File: src/rtl/rc5_serial_host.sv
// Host side of the RC5 serialized wrapper: slot-multiplexes one job onto the
// wrapper's serial bus, waits for done, and de-serializes the four results.
module rc5_serial_host #(
    parameter int W       = 64,
    parameter int TIMEOUT = 1024,
    parameter int TO_W    = $clog2(TIMEOUT + 1)
) (
    input  logic         clk,
    input  logic         rst,
    input  logic         iValid,
    output logic         oReady,
    input  logic [1:0]   iMode,
    input  logic [W-1:0] iA,
    input  logic [W-1:0] iB,
    input  logic [W-1:0] iA_cipher,
    input  logic [W-1:0] iB_cipher,
    output logic [W-1:0] oSerial,
    input  logic [W-1:0] iSerial,
    output logic         oStartCipher,
    output logic         oStartDecipher,
    input  logic         iDoneCipher,
    input  logic         iDoneDecipher,
    output logic         oResultValid,
    input  logic         iResultReady,
    output logic [W-1:0] oA_cipher,
    output logic [W-1:0] oB_cipher,
    output logic [W-1:0] oA_decipher,
    output logic [W-1:0] oB_decipher,
    output logic         oError
);

    typedef enum logic [2:0] {
        S_IDLE,
        S_LOAD,
        S_START,
        S_WAIT,
        S_CAPTURE,
        S_RESULT
    } state_t;

    state_t          state;
    state_t          state_n;
    logic [1:0]      slot;
    logic [2:0]      cnt;
    logic [2:0]      cnt_n;
    logic [TO_W-1:0] to_cnt;
    logic [TO_W-1:0] to_n;
    logic [1:0]      mode;
    logic            done_c;
    logic            done_c_n;
    logic            done_d;
    logic            done_d_n;
    logic            err;
    logic            err_n;
    logic            start_c;
    logic            start_c_n;
    logic            start_d;
    logic            start_d_n;
    logic            accept;
    logic            all_done;
    logic [W-1:0]    tx [4];
    logic [W-1:0]    rx [4];

    // Free-running slot counter, in lockstep with the wrapper's mux counter
    always_ff @(posedge clk or negedge rst) begin
        if (!rst) begin
            slot <= 2'd0;
        end else begin
            slot <= slot + 2'd1;
        end
    end

    // Job words and mode are latched only when a job is accepted
    always_ff @(posedge clk or negedge rst) begin
        if (!rst) begin
            for (int i = 0; i < 4; i++) begin
                tx[i] <= '0;
            end
            mode <= 2'b00;
        end else if (accept) begin
            tx[0] <= iA;
            tx[1] <= iB;
            tx[2] <= iA_cipher;
            tx[3] <= iB_cipher;
            mode  <= iMode;
        end
    end

    // Wrapper output is registered, so the word seen now belongs to slot-1
    always_ff @(posedge clk or negedge rst) begin
        if (!rst) begin
            for (int i = 0; i < 4; i++) begin
                rx[i] <= '0;
            end
        end else if (state == S_CAPTURE) begin
            rx[slot - 2'd1] <= iSerial;
        end
    end

    // Control state register
    always_ff @(posedge clk or negedge rst) begin
        if (!rst) begin
            state   <= S_IDLE;
            cnt     <= 3'd0;
            to_cnt  <= '0;
            done_c  <= 1'b0;
            done_d  <= 1'b0;
            err     <= 1'b0;
            start_c <= 1'b0;
            start_d <= 1'b0;
        end else begin
            state   <= state_n;
            cnt     <= cnt_n;
            to_cnt  <= to_n;
            done_c  <= done_c_n;
            done_d  <= done_d_n;
            err     <= err_n;
            start_c <= start_c_n;
            start_d <= start_d_n;
        end
    end

    // Next-state logic; strobes are computed one cycle early so they come
    // out of flops for exactly the START cycle
    always_comb begin
        state_n   = state;
        cnt_n     = cnt;
        to_n      = to_cnt;
        done_c_n  = done_c;
        done_d_n  = done_d;
        err_n     = err;
        start_c_n = 1'b0;
        start_d_n = 1'b0;
        accept    = 1'b0;
        all_done  = 1'b0;
        unique case (state)
            S_IDLE: begin
                if (iValid) begin
                    accept  = 1'b1;
                    state_n = S_LOAD;
                    cnt_n   = 3'd0;
                end
            end
            S_LOAD: begin
                if (cnt == 3'd3) begin
                    state_n   = S_START;
                    start_c_n = mode[0];
                    start_d_n = mode[1];
                end else begin
                    cnt_n = cnt + 3'd1;
                end
            end
            S_START: begin
                // Clear the flags but keep a done arriving on this edge
                done_c_n = iDoneCipher;
                done_d_n = iDoneDecipher;
                to_n     = '0;
                cnt_n    = 3'd0;
                state_n  = (mode == 2'b00) ? S_CAPTURE : S_WAIT;
            end
            S_WAIT: begin
                done_c_n = done_c | iDoneCipher;
                done_d_n = done_d | iDoneDecipher;
                all_done = (done_c_n | ~mode[0]) & (done_d_n | ~mode[1]);
                if (all_done) begin
                    state_n = S_CAPTURE;
                    cnt_n   = 3'd0;
                end else if (to_cnt == TO_W'(TIMEOUT - 1)) begin
                    err_n   = 1'b1;
                    state_n = S_RESULT;
                end else begin
                    to_n = to_cnt + 1'b1;
                end
            end
            S_CAPTURE: begin
                if (cnt == 3'd4) begin
                    state_n = S_RESULT;
                end else begin
                    cnt_n = cnt + 3'd1;
                end
            end
            S_RESULT: begin
                if (iResultReady) begin
                    state_n = S_IDLE;
                    err_n   = 1'b0;
                end
            end
            default: begin
                state_n = S_IDLE;
            end
        endcase
    end

    assign oReady         = (state == S_IDLE);
    assign oResultValid   = (state == S_RESULT);
    assign oError         = err;
    assign oStartCipher   = start_c;
    assign oStartDecipher = start_d;
    assign oSerial        = tx[slot];
    assign oA_cipher      = rx[0];
    assign oB_cipher      = rx[1];
    assign oA_decipher    = rx[2];
    assign oB_decipher    = rx[3];

endmodule

File: config.mk
export PLATFORM = sky130hd
export DESIGN_NAME = rc5_serial_host
export DESIGN_NICKNAME = d
export VERILOG_FILES = /design/src/rtl/rc5_serial_host.sv
export SDC_FILE = /design/constraint.sdc
export NUM_CORES = 1
export LEC_CHECK = 0
export BUFFER_PORTS_ARGS = -buffer_cell sky130_fd_sc_hd__buf_2
export CORE_MARGIN = 3
export CORE_UTILIZATION = 30
export DETAILED_ROUTE_END_ITERATION = 12
export GPL_TIMING_DRIVEN = 0
export PLACE_DENSITY_LB_ADDON = 0.05
export SYNTH_ARGS = -nofsm -noshare
export SYNTH_HDL_FRONTEND = slang
export SYNTH_SLANG_ARGS = --single-unit
File: constraint.sdc
create_clock -name clk -period 2.1 [get_ports clk]
set_clock_uncertainty 0.05 [all_clocks]
set_input_delay 0.315 -clock clk [delete_from_list [all_inputs] [get_ports clk]]
set_output_delay 0.315 -clock clk [all_outputs]
set_load 0.02 [all_outputs]
==> results of run 1 <==
## flip-flops by register name (all words and copies together) (netlist names)
signal,count
oB_decipher,64
oStartDecipher,1
oB_cipher,64
slot,2
state,3
tx,256
cnt,3
oError,1
done_d,1
oStartCipher,1
oA_cipher,64
mode,2
done_c,1
oA_decipher,64
to_cnt,11
## cell type report
type,count,area share
Sequential cell,538,0.394
Multi-Input combinational cell,696,0.239
Timing Repair Buffer,1032,0.233
Clock buffer,102,0.0593
Tap cell,950,0.0347
Buffer,82,0.0332
Clock inverter,14,0.00541
Inverter,8,0.00124
Antenna cell,13,0.000951
## cells by family (layout without fill, tap and decap cells)
logic type	after synthesis	in the layout	share of synthesized area
flops	538	538	0.611
buf+inv	90	1238	0.0224
other cells	0	13	0
simple gates	68	68	0.0184
compound gates	36	36	0.0133
fa+ha+maj	8	8	0.00454
mux	584	584	0.331
## report_power, final
group	switching, µW	total [µW]	internal (µW)
Combinational	9130	18400	9230
Sequential	2410	17600	15200
Clock	4470	11500	7030
Total	16000	47500	31500
## cells in the final DEF (no fill, tap or decap), types with 3 or more instances in the layout
master,netlist,layout
sky130_fd_sc_hd__nand2b_1,6,6
sky130_fd_sc_hd__buf_2,44,592
sky130_fd_sc_hd__clkbuf_8,0,26
sky130_fd_sc_hd__dlygate4sd3_1,0,326
sky130_fd_sc_hd__a221o_1,3,3
sky130_fd_sc_hd__and3_4,0,3
sky130_fd_sc_hd__a22o_1,4,4
sky130_fd_sc_hd__bufinv_16,0,3
sky130_fd_sc_hd__nand2_1,14,13
sky130_fd_sc_hd__mux2_2,498,492
sky130_fd_sc_hd__buf_6,1,92
sky130_fd_sc_hd__mux2_4,0,6
sky130_fd_sc_hd__clkinv_2,0,5
sky130_fd_sc_hd__nor2b_1,3,3
sky130_fd_sc_hd__clkbuf_16,0,75
sky130_fd_sc_hd__nor2_1,9,8
sky130_fd_sc_hd__buf_4,25,18
sky130_fd_sc_hd__dfrtp_1,538,536
sky130_fd_sc_hd__clkbuf_1,11,17
sky130_fd_sc_hd__mux2i_1,5,5
sky130_fd_sc_hd__o311ai_0,3,3
sky130_fd_sc_hd__ha_1,8,6
sky130_fd_sc_hd__o21ai_0,3,3
sky130_fd_sc_hd__inv_6,0,4
sky130_fd_sc_hd__o311a_1,3,3
sky130_fd_sc_hd__a31oi_1,3,3
sky130_fd_sc_hd__buf_16,0,17
sky130_fd_sc_hd__nor3_1,5,5
sky130_fd_sc_hd__inv_1,8,5
sky130_fd_sc_hd__nand3_1,6,6
sky130_fd_sc_hd__buf_8,0,15
sky130_fd_sc_hd__buf_12,0,34
sky130_fd_sc_hd__diode_2,0,13
sky130_fd_sc_hd__mux2_1,17,17
sky130_fd_sc_hd__mux4_2,64,64
## repair_timing
item                                   CTS  global route
buffers inserted                        28             3
pin swaps                                0             1
hold buffers                           326             0
setup endpoints to repair              538           492
cloned                                  14             5
gates resized for setup                313            51
endpoints found under the hold margin  609             0
## worst register-to-register path, delay by kind of cell (launching register included)
kind,cells,cell delay [ps]
adders and majority gates,1,160
buffers and inverters,6,890
DFF,1,430
muxes,1,320
and+or+nand+nor,1,210
## final timing paths
| path | from | cells after the start | endpoint | slack [ps] |
|---|---|---|---|---|
| min in group clk | iValid | 5 | state[0] | 220 |
| setup reg to reg | slot[0] | 9 | oB_decipher[59] | -70 |
| max in group asynchronous | rst | 4 | tx[20] | 440 |
| hold / removal | rst | 2 | oA_decipher[13] | 170 |
| setup / recovery | slot[0] | 5 | oSerial[12] | -320 |
| hold reg to reg | tx[180] | 1 | tx[180] | 430 |
## routing by layer
layer	up-vias	share of wire	GRT usage
li1	7117	-	-
met1	8111	0.40	0.233
met2	448	0.51	0.347
met3	110	0.058	0.0510
met4	8	0.026	0.0559
met5	-	0.00072	0
## per-stage QoR
step | setup TNS (ps) | std cells
floorplan | 0 | 1324
global placement | -6157740 | 2926
detailed placement | -262240 | 2932
CTS | -29180 | 3415
global route | -32170 | 3430
finish | -19950 | 3435
==> impl_results.rst, run 1 <==
.. list-table::
   :header-rows: 1

   * - Metric
     - Value
   * - Status
     - finished with violations
   * - Violations in the final reports
     - setup timing
   * - Wire length of the first global-routing pass
     - 114000 µm
   * - GRT Util Overall
     - 0.196
   * - Maximum number of pins on one net before global-route repair
     - 110
   * - Worst setup slack before clock tree synthesis
     - -1260 ps
   * - Total Die Area
     - 76800 µm²
   * - Total wirelength of the detailed-routed design
     - 76600 µm
   * - H-tree Lvls
     - 3
   * - Ratio of final minimum period to clock period
     - 1.15
   * - Most used standard cell by instance count after synthesis
     - sky130_fd_sc_hd__dfrtp_1
   * - Height of the die
     - 277 µm
   * - Syn_area_per_cell
     - 16.7 µm²
   * - Sequential standard cell area
     - 13500 µm²
   * - Final instance area
     - 34200 µm²
   * - Buffer and inverter count on the worst path
     - 4
   * - Most frequent cells after synthesis
     - sky130_fd_sc_hd__dfrtp_1 (538), sky130_fd_sc_hd__mux2_2 (498), sky130_fd_sc_hd__mux4_2 (64), sky130_fd_sc_hd__buf_2 (44), sky130_fd_sc_hd__buf_4 (25)
   * - Post-layout net count
     - 2760
   * - Net Count, Synth
     - 1660
   * - Number of antenna violations at the first check in global routing
     - 16
   * - Number of synthesized flops with an enable pin
     - 0
   * - Biggest area consumer among synthesized cells
     - sky130_fd_sc_hd__dfrtp_1
   * - Top delay family on crit path
     - buffers and inverters
   * - Worst path max stage delay
     - 520 ps
   * - Slew HR
     - 0.572
   * - Setup violation total in the final timing report
     - 102
   * - Largest buffer count on any clock path
     - 3
   * - CTS Buf Count
     - 66
   * - Number of top-level pins
     - 653
   * - Via count
     - 15800
   * - Number of clock sinks
     - 538
   * - Capturing element type of the critical path
     - primary output
   * - Number of warnings printed during yosys synthesis
     - 0
   * - Residual DRC count
     - 0
   * - First-pass DRT Iterations
     - 4
   * - Final min period
     - 2420 ps
   * - Initial DRC count
     - 390
   * - Post-layout util
     - 0.474
   * - Clock slew at reported path FFs
     - 60 ps
   * - Share of cells above drive strength 1
     - 0.595
   * - Dominant cells by area after synthesis
     - sky130_fd_sc_hd__dfrtp_1 (61%), sky130_fd_sc_hd__mux2_2 (25%), sky130_fd_sc_hd__mux4_2 (6.5%)
   * - Effective utilization at floorplan
     - 0.306
   * - Final Hold Viols
     - 0
   * - Achievable frequency
     - 413 MHz
   * - Crit path DAT
     - 2060 ps
   * - P&R area growth vs syn
     - 55.2%
   * - Count of mapped cells out of synthesis
     - 1324
   * - Area occupied by multi-input gates
     - 8170 µm²
   * - Via density per instance
     - 4.60
   * - Wirelength per Cell
     - 22.3 µm
   * - Maximum fanout along the worst path
     - 6
   * - Core Box Area
     - 72100 µm²
   * - Areal power density over the cells
     - 1390 nW/µm²
   * - TritonCTS clock tree
     - yes
   * - Detail Route Antenna Nets
     - 0
   * - Post-place instance area
     - 26700 µm²
   * - Slowest-stage cell, CP
     - sky130_fd_sc_hd__mux4_2
   * - Port-buffer cells
     - 652
   * - Latest clock arrival within the worst-skew pair
     - 580 ps
   * - Max-Cap Viols
     - 0
   * - Last weighted congestion value of the routability-driven placer
     - 0.788
   * - Number of global-route vias before repair
     - 17500
   * - Fill cells
     - 6497
   * - Slew at the pin with the worst max-slew slack
     - 642 ps
   * - Die outline width
     - 277 µm
   * - Primary flip-flop cell chosen by synthesis mapping
     - sky130_fd_sc_hd__dfrtp_1
   * - Crit-path cells
     - buf_12 -> buf_12 -> buf_12 -> mux4_2 -> buf_6
   * - Half-perimeter wire length after detailed placement
     - 55400 µm
   * - CP Class
     - reg -> out
   * - Largest vdd supply drop
     - 0.000749 V
   * - Hold crit path type
     - in -> async
   * - Flip-flop and latch count after synthesis
     - 538
   * - Max-slew violations
     - 0
   * - RSZ-0062 raised after global routing
     - yes
   * - Share of the synthesized area in the top cell type
     - 0.611
   * - Clk root buf
     - sky130_fd_sc_hd__clkbuf_16
   * - Static leakage
     - 0.0158 µW
   * - Final Worst Setup Slack
     - -324 ps
   * - Required time of the critical path
     - 1740 ps
   * - Total power
     - 47500 µW
   * - CP most frequent cell
     - sky130_fd_sc_hd__buf_12
   * - Synthesized area
     - 22000 µm²
   * - Std-Cell Rows
     - 98
   * - Final Hold Slack
     - 174 ps
   * - Async SR Flop Fraction
     - 1.00
   * - Overflow left after global routing
     - 0
   * - Nature of the critical path startpoint
     - flop
   * - Seq/Total Area, Yosys
     - 0.611
   * - Number of distinct library cells after synthesis
     - 53
No activity file was read; power rests on OpenSTA's default activity.
==> run 2, diff against run 1 <==
--- a/config.mk
+++ b/config.mk
@@ -6,10 +6,11 @@
 export NUM_CORES = 1
 export LEC_CHECK = 0
 export BUFFER_PORTS_ARGS = -buffer_cell sky130_fd_sc_hd__buf_2
-export CORE_MARGIN = 3
+export CAP_MARGIN = 20
 export CORE_UTILIZATION = 30
 export DETAILED_ROUTE_END_ITERATION = 12
 export GPL_TIMING_DRIVEN = 0
+export MAX_ROUTING_LAYER = met4
 export PLACE_DENSITY_LB_ADDON = 0.05
 export SYNTH_ARGS = -nofsm -noshare
 export SYNTH_HDL_FRONTEND = slang
==> run 2 against run 1 <==
  * The flow finishes with violations (hold timing, setup timing)
  * Sequential share of layout area fell by 0.17 points
  * Via count about the same
  * Largest cell class unchanged
  * Setup slack worse by 30 ps
  * Sequential power is essentially flat
  * Design area is 0.43% higher
  * Total power fell by 0.23%
  * Largest power group unchanged
  * First-iteration DRC count rose by 43%
  * Clock-buffer cell count down 9
  * Combinational power barely moved
  * Wire length down 1.3%
  * Die area fell by 2.9%
==> impl_results.rst, run 2 (same netlist as run 1, synthesis figures left out) <==
.. list-table::
   :header-rows: 1

   * - Metric
     - Value
   * - Post-place instance area
     - 26700 µm² (about the same)
   * - Most flops, register
     - tx
   * - Max-Cap Viols
     - 0 (unchanged)
   * - Residual DRC count
     - 0 (unchanged)
   * - GRT Util Overall
     - 0.206 (+0.0104)
   * - Std-Cell Rows
     - 99 (+1.0%)
   * - Largest buffer count on any clock path
     - 3 (unchanged)
   * - Number of flip-flops in the largest register
     - 256 (unchanged)
   * - Total wirelength of the detailed-routed design
     - 75700 µm (-1.3%)
   * - P&R area growth vs syn
     - 55.8%
   * - Maximum fanout along the worst path
     - 4 (-2)
   * - Capturing element type of the critical path
     - primary output
   * - First-pass DRT Iterations
     - 4 (unchanged)
   * - Slowest-stage cell, CP
     - sky130_fd_sc_hd__mux4_2
   * - CTS Buf Count
     - 66 (unchanged)
   * - Hold crit path type
     - in -> async
   * - Final Hold Slack
     - -380 ps (-554 ps)
   * - Wire length of the first global-routing pass
     - 111000 µm (-2.6%)
   * - Worst setup slack before clock tree synthesis
     - -1050 ps (+208 ps)
   * - Required time of the critical path
     - 1740 ps (about the same)
   * - Status
     - finished with violations
   * - Areal power density over the cells
     - 1380 nW/µm² (-0.65%)
   * - Cell depth of the worst flop-to-flop path
     - 11 (+2)
   * - Reg2Reg Launch Point
     - slot[0]
   * - Worst-case register-to-register setup slack
     - -130 ps (-60 ps)
   * - Height of the die
     - 273 µm (-1.4%)
   * - Post-layout util
     - 0.472 (-0.00277)
   * - Number of global-route vias before repair
     - 17000 (-2.9%)
   * - Effective utilization at floorplan
     - 0.303 (-0.00309)
   * - Worst path max stage delay
     - 640 ps (+120 ps)
   * - Post-layout net count
     - 2761 (+0.036%)
   * - Port-buffer cells
     - 652 (unchanged)
   * - Detail Route Antenna Nets
     - 0 (unchanged)
   * - Crit-path cells
     - buf_4 -> buf_12 -> mux4_2 -> buf_6
   * - Nature of the critical path startpoint
     - flop
   * - Final Worst Setup Slack
     - -354 ps (-29.9 ps)
   * - Clk root buf
     - sky130_fd_sc_hd__clkbuf_16
   * - Share of cells above drive strength 1
     - 0.596 (+0.00152)
   * - Max-slew violations
     - 0 (unchanged)
   * - Static leakage
     - 0.0159 µW (+0.70%)
   * - TritonCTS clock tree
     - yes
   * - Most common cell after layout, fill and taps aside
     - sky130_fd_sc_hd__buf_2
   * - Number of top-level pins
     - 653 (unchanged)
   * - Most frequent cells in the layout
     - sky130_fd_sc_hd__buf_2 (610), sky130_fd_sc_hd__dfrtp_1 (537), sky130_fd_sc_hd__mux2_2 (396), sky130_fd_sc_hd__dlygate4sd3_1 (324), sky130_fd_sc_hd__mux2_4 (102)
   * - Half-perimeter wire length after detailed placement
     - 53200 µm (-3.8%)
   * - Ratio of final minimum period to clock period
     - 1.17 (+0.0142)
   * - Final Hold Viols
     - 68 (+68)
   * - Latest clock arrival within the worst-skew pair
     - 580 ps (about the same)
   * - Final min period
     - 2450 ps (+29.9 ps)
   * - Via count
     - 15800 (+0.089%)
   * - Number of antenna violations at the first check in global routing
     - 25 (+9)
   * - Slew HR
     - 0.572 (about the same)
   * - Beginning of the critical path
     - slot[0]
   * - Final instance area
     - 34400 µm² (+0.43%)
   * - Worst R2R End
     - oB_decipher[32]
   * - CP Class
     - reg -> out
   * - Clock slew at reported path FFs
     - 50 ps (about the same)
   * - Fill cells
     - 6659 (+2.5%)
   * - Violations in the final reports
     - hold timing, setup timing
   * - Initial DRC count
     - 559 (+43%)
   * - Core Box Area
     - 72800 µm² (+1.0%)
   * - H-tree Lvls
     - 3 (unchanged)
   * - Last weighted congestion value of the routability-driven placer
     - 0.803 (+2.0%)
   * - Overflow left after global routing
     - 0 (unchanged)
   * - Via density per instance
     - 4.58 (-0.32%)
   * - Die outline width
     - 273 µm (-1.4%)
   * - Crit path DAT
     - 2090 ps (+30 ps)
   * - Wirelength per Cell
     - 21.9 µm (-1.7%)
   * - Setup violation total in the final timing report
     - 181 (+77%)
   * - CTS Hold Buffers Added
     - 324 (-0.61%)
   * - Maximum number of pins on one net before global-route repair
     - 118 (+7.3%)
   * - RSZ-0062 raised after global routing
     - yes
   * - Slew at the pin with the worst max-slew slack
     - 642 ps (-0.0505 ps)
   * - Number of clock sinks
     - 538 (unchanged)
   * - Total Die Area
     - 74600 µm² (-2.9%)
   * - Largest vdd supply drop
     - 0.000644 V (-14%)
   * - Achievable frequency
     - 408 MHz (-1.2%)
run 2: repair_timing:
item	4_1_cts	5_1_grt
cloned	15	9
hold endpoints to repair	581	68
pin swaps	0	0
buffers inserted	33	10
endpoints found under the setup margin	538	497
resized for setup	309	133
run 2: per-layer routing:
metal,share of wire,track usage,routed length [µm],vias to the layer above
met5,0,-,0,-
met4,0.025,0.0659,1930,0
met3,0.065,0.0539,4950,100
met2,0.51,0.342,38400,461
met1,0.40,0.242,30300,8115
li1,-,-,-,7132
run 2: worst max path at each step:
stage          cells after the start              end
5_1_grt                            4      oSerial[16]
4_1_cts                            5      oSerial[26]
6_report                           4      oSerial[47]
3_5_place_dp                       8  oB_decipher[32]
3_3_place_gp                       1           tx[28]
2_1_floorplan                      8    oA_cipher[10]
run 2: layout make-up:
| cell class | count | area, µm² | share of cell area |
|---|---|---|---|
| well taps | 959 | 1200 | 0.0349 |
| inverters | 8 | 50.0 | 0.00146 |
| repair buffers | 1037 | 7930 | 0.231 |
| clock buffers | 93 | 1970 | 0.0572 |
| plain buffers | 78 | 1020 | 0.0298 |
| diodes | 26 | 65.1 | 0.00189 |
| multi-input cells | 696 | 8540 | 0.248 |
| clock inverters | 14 | 116 | 0.00339 |
| flip-flops and latches | 538 | 13500 | 0.392 |
run 2: critical path, delay by kind of cell (launching register included):
family   cells  cell delay, ps
buf+inv      3             440
flops        1             420
mux          1             640
run 2: power by group:
group          total, µW  leakage [µW]  switching, µW  internal (µW)
Sequential         17600       0.00657           2450          15200
Combinational      18700       0.00834           9180           9530
Clock              11000       0.00103           4400           6600
Total              47400        0.0159          16000          31300
run 2: stage by stage:
step           setup TNS (ps)  power, µW  std cells
4_1_cts                -26600      47700       3417
3_3_place_gp         -6122260      34100       2935
6_report               -25460      47400       3449
3_5_place_dp          -258440      34400       2940
5_1_grt                -43470      50000       3448
2_1_floorplan               0      28100       1324
==> run 3, diff against run 2 <==
--- a/config.mk
+++ b/config.mk
@@ -8,6 +8,7 @@
 export BUFFER_PORTS_ARGS = -buffer_cell sky130_fd_sc_hd__buf_2
 export CAP_MARGIN = 20
 export CORE_UTILIZATION = 30
+export CTS_BUF_LIST = sky130_fd_sc_hd__clkbuf_16
 export DETAILED_ROUTE_END_ITERATION = 12
 export GPL_TIMING_DRIVEN = 0
 export MAX_ROUTING_LAYER = met4
==> run 3 against run 2 <==
  * The run still ends with hold timing, setup timing left
  * Highest routed layer unchanged
  * Final cell count is essentially flat
  * Critical path type unchanged
  * Design area grew 0.72%
  * Clock-buffer cell count shrank 25
==> impl_results.rst, run 3 (same netlist as run 1, synthesis figures left out) <==
.. list-table::
   :header-rows: 1

   * - Metric
     - Value
   * - Maximum number of pins on one net before global-route repair
     - 118 (unchanged)
   * - Latest clock arrival within the worst-skew pair
     - 580 ps (about the same)
   * - Initial DRC count
     - 507 (-9.3%)
   * - Overflow left after global routing
     - 0 (unchanged)
   * - Count of placed standard cells including taps
     - 2940 (unchanged)
   * - Residual DRC count
     - 0 (unchanged)
   * - Std-Cell Rows
     - 99 (unchanged)
   * - Final min period
     - 2460 ps (+6.08 ps)
   * - CP Class
     - reg -> out
   * - Area occupied by multi-input gates
     - 8870 µm² (+3.9%)
   * - Total Die Area
     - 74600 µm² (unchanged)
   * - Achievable frequency
     - 407 MHz (-0.25%)
   * - Final Hold Viols
     - 68 (unchanged)
   * - Nature of the critical path startpoint
     - flop
   * - Slew at the pin with the worst max-slew slack
     - 647 ps (+4.57 ps)
   * - Final Worst Setup Slack
     - -360 ps (-6.08 ps)
   * - H-tree Lvls
     - 3 (unchanged)
   * - Share of cells above drive strength 1
     - 0.590 (-0.00640)
   * - Worst path max stage delay
     - 640 ps (about the same)
   * - Clk root buf
     - sky130_fd_sc_hd__clkbuf_16
   * - Port-buffer cells
     - 652 (unchanged)
   * - Violations in the final reports
     - hold timing, setup timing
   * - Worst-case register-to-register setup slack
     - -180 ps (-50 ps)
   * - Slowest-stage cell, CP
     - sky130_fd_sc_hd__mux4_2
   * - Static leakage
     - 0.0161 µW (+1.1%)
   * - RSZ-0062 raised after global routing
     - yes
   * - GRT Util Overall
     - 0.208 (+0.00206)
   * - Most common cell after layout, fill and taps aside
     - sky130_fd_sc_hd__buf_2
   * - Post-layout net count
     - 2764 (+0.11%)
   * - Max-Cap Viols
     - 0 (unchanged)
   * - Final instance area
     - 34600 µm² (+0.72%)
   * - Number of antenna violations at the first check in global routing
     - 25 (unchanged)
   * - Number of clock sinks
     - 538 (unchanged)
   * - Most frequent cells in the layout
     - sky130_fd_sc_hd__buf_2 (610), sky130_fd_sc_hd__dfrtp_1 (537), sky130_fd_sc_hd__dlygate4sd3_1 (324), sky130_fd_sc_hd__mux2_2 (307), sky130_fd_sc_hd__mux2_4 (191)
   * - Sequential standard cell area
     - 13500 µm² (unchanged)
   * - Worst R2R End
     - oB_decipher[62]
   * - Effective utilization at floorplan
     - 0.303 (unchanged)
   * - Maximum fanout along the worst path
     - 4 (unchanged)
   * - Via count
     - 15900 (+0.53%)
   * - Wire length of the first global-routing pass
     - 112000 µm (+1.1%)
   * - Number of global-route vias before repair
     - 17200 (+0.65%)
   * - CTS Hold Buffers Added
     - 324 (unchanged)
   * - Cell depth of the worst flop-to-flop path
     - 11 (unchanged)
   * - Via density per instance
     - 4.61 (+0.47%)
   * - Last weighted congestion value of the routability-driven placer
     - 0.803 (unchanged)
   * - CTS Buf Count
     - 66 (unchanged)
   * - Core Box Area
     - 72800 µm² (unchanged)
   * - Status
     - finished with violations
   * - Slew HR
     - 0.569 (-0.00304)
   * - Number of flip-flops in the largest register
     - 256 (unchanged)
   * - Largest buffer count on any clock path
     - 3 (unchanged)
   * - Number of top-level pins
     - 653 (unchanged)
   * - Final cell count without fillers
     - 3451 (+0.058%)
   * - Crit path DAT
     - 2090 ps (about the same)
   * - Capturing element type of the critical path
     - primary output
   * - Max-slew violations
     - 0 (unchanged)
   * - Areal power density over the cells
     - 1360 nW/µm² (-1.1%)
   * - Final Hold Slack
     - -380 ps (+0.169 ps)
   * - Fill cells
     - 6650 (-0.14%)
   * - Total negative slack for setup checks
     - -37260 ps (-11800 ps)
   * - Total power
     - 47200 µW (-0.39%)
   * - TritonCTS clock tree
     - yes
   * - Height of the die
     - 273 µm (unchanged)
   * - Required time of the critical path
     - 1740 ps (about the same)
   * - Die outline width
     - 273 µm (unchanged)
   * - Hold crit path type
     - in -> async
   * - First-pass DRT Iterations
     - 4 (unchanged)
   * - Largest vdd supply drop
     - 0.000767 V (+19%)
   * - P&R area growth vs syn
     - 57.0%
   * - Most flops, register
     - tx
   * - Wirelength per Cell
     - 22.3 µm (+1.6%)
   * - Post-place instance area
     - 26700 µm² (unchanged)
   * - Crit-path cells
     - buf_4 -> buf_12 -> mux4_2 -> buf_6
   * - Total wirelength of the detailed-routed design
     - 76900 µm (+1.6%)
   * - Clock slew at reported path FFs
     - 50 ps (about the same)
   * - Detail Route Antenna Nets
     - 0 (unchanged)
   * - Reg2Reg Launch Point
     - slot[0]
   * - Ratio of final minimum period to clock period
     - 1.17 (+0.00289)
   * - Setup violation total in the final timing report
     - 256 (+41%)
   * - Half-perimeter wire length after detailed placement
     - 53200 µm (unchanged)
==> run 3: cell types whose count changed in the layout (fill, tap and decap cells not counted), moves of 2 or more <==
cell,before,now
sky130_fd_sc_hd__mux2_2,396,307
sky130_fd_sc_hd__clkinv_1,0,17
sky130_fd_sc_hd__mux2_4,102,191
sky130_fd_sc_hd__clkbuf_1,10,2
sky130_fd_sc_hd__inv_1,5,13
sky130_fd_sc_hd__buf_12,45,47
sky130_fd_sc_hd__buf_8,7,10
sky130_fd_sc_hd__clkbuf_8,21,4
sky130_fd_sc_hd__buf_4,17,15
==> run 3: worst max-delay path by stage <==
stage               startpoint              end  slack (ps)
floorplan              slot[1]    oA_cipher[10]           8
global placement           rst           tx[28]      -11060
detailed placement     slot[1]  oB_decipher[32]       -1050
CTS                    slot[0]      oSerial[26]        -430
global route           slot[0]      oSerial[16]        -420
finish                 slot[0]      oSerial[47]        -360
==> run 3: metrics by stage <==
stage | hold slack [ps] | util | worst slack (ps)
after floorplan | -30.6 | - | 7.94
after global placement | 416 | 0.364 | -11060
after detailed placement | 267 | 0.366 | -1050
after CTS | -379 | 0.469 | -432
after global routing | -352 | 0.475 | -423
final | -380 | 0.475 | -360
==> run 3: power by group <==
part	switching (µW)	internal, µW	leakage, µW	total (µW)
sequential	2500	15200	0.00657	17700
combinational	9230	9910	0.00858	19100
clock	4390	5940	0.000972	10300
==> run 3: timing repair <==
action / in CTS / in global routing
setup endpoints to repair: 538 / 548
resized for setup: 383 / 157
hold endpoints to repair: 581 / 68
pin swaps: 0 / 1
cloned: 18 / 8
buffers inserted: 42 / 9
==> run 3: worst max-delay path, delay by kind of cell (launching register included) <==
| kind | cells | cell delay (ps) |
|---|---|---|
| multiplexers | 1 | 640 |
| buffers and inverters | 3 | 440 |
| flip-flops | 1 | 420 |
==> run 3: layout make-up <==
| cell class | count | area share |
|---|---|---|
| Clock inverter | 39 | 0.00607 |
| Timing Repair Buffer | 1043 | 0.233 |
| Sequential cell | 538 | 0.389 |
| Antenna cell | 25 | 0.00181 |
| Inverter | 8 | 0.00145 |
| Multi-Input combinational cell | 696 | 0.256 |
| Tap cell | 959 | 0.0347 |
| Buffer | 75 | 0.0281 |
| Clock buffer | 68 | 0.0492 |
==> run 3: layer usage <==
layer,global-route usage,part of all wire,vias up
li1,-,-,7120
met1,0.247,0.40,8201
met2,0.345,0.51,473
met3,0.0537,0.065,98
met4,0.0634,0.026,0
met5,-,0,-
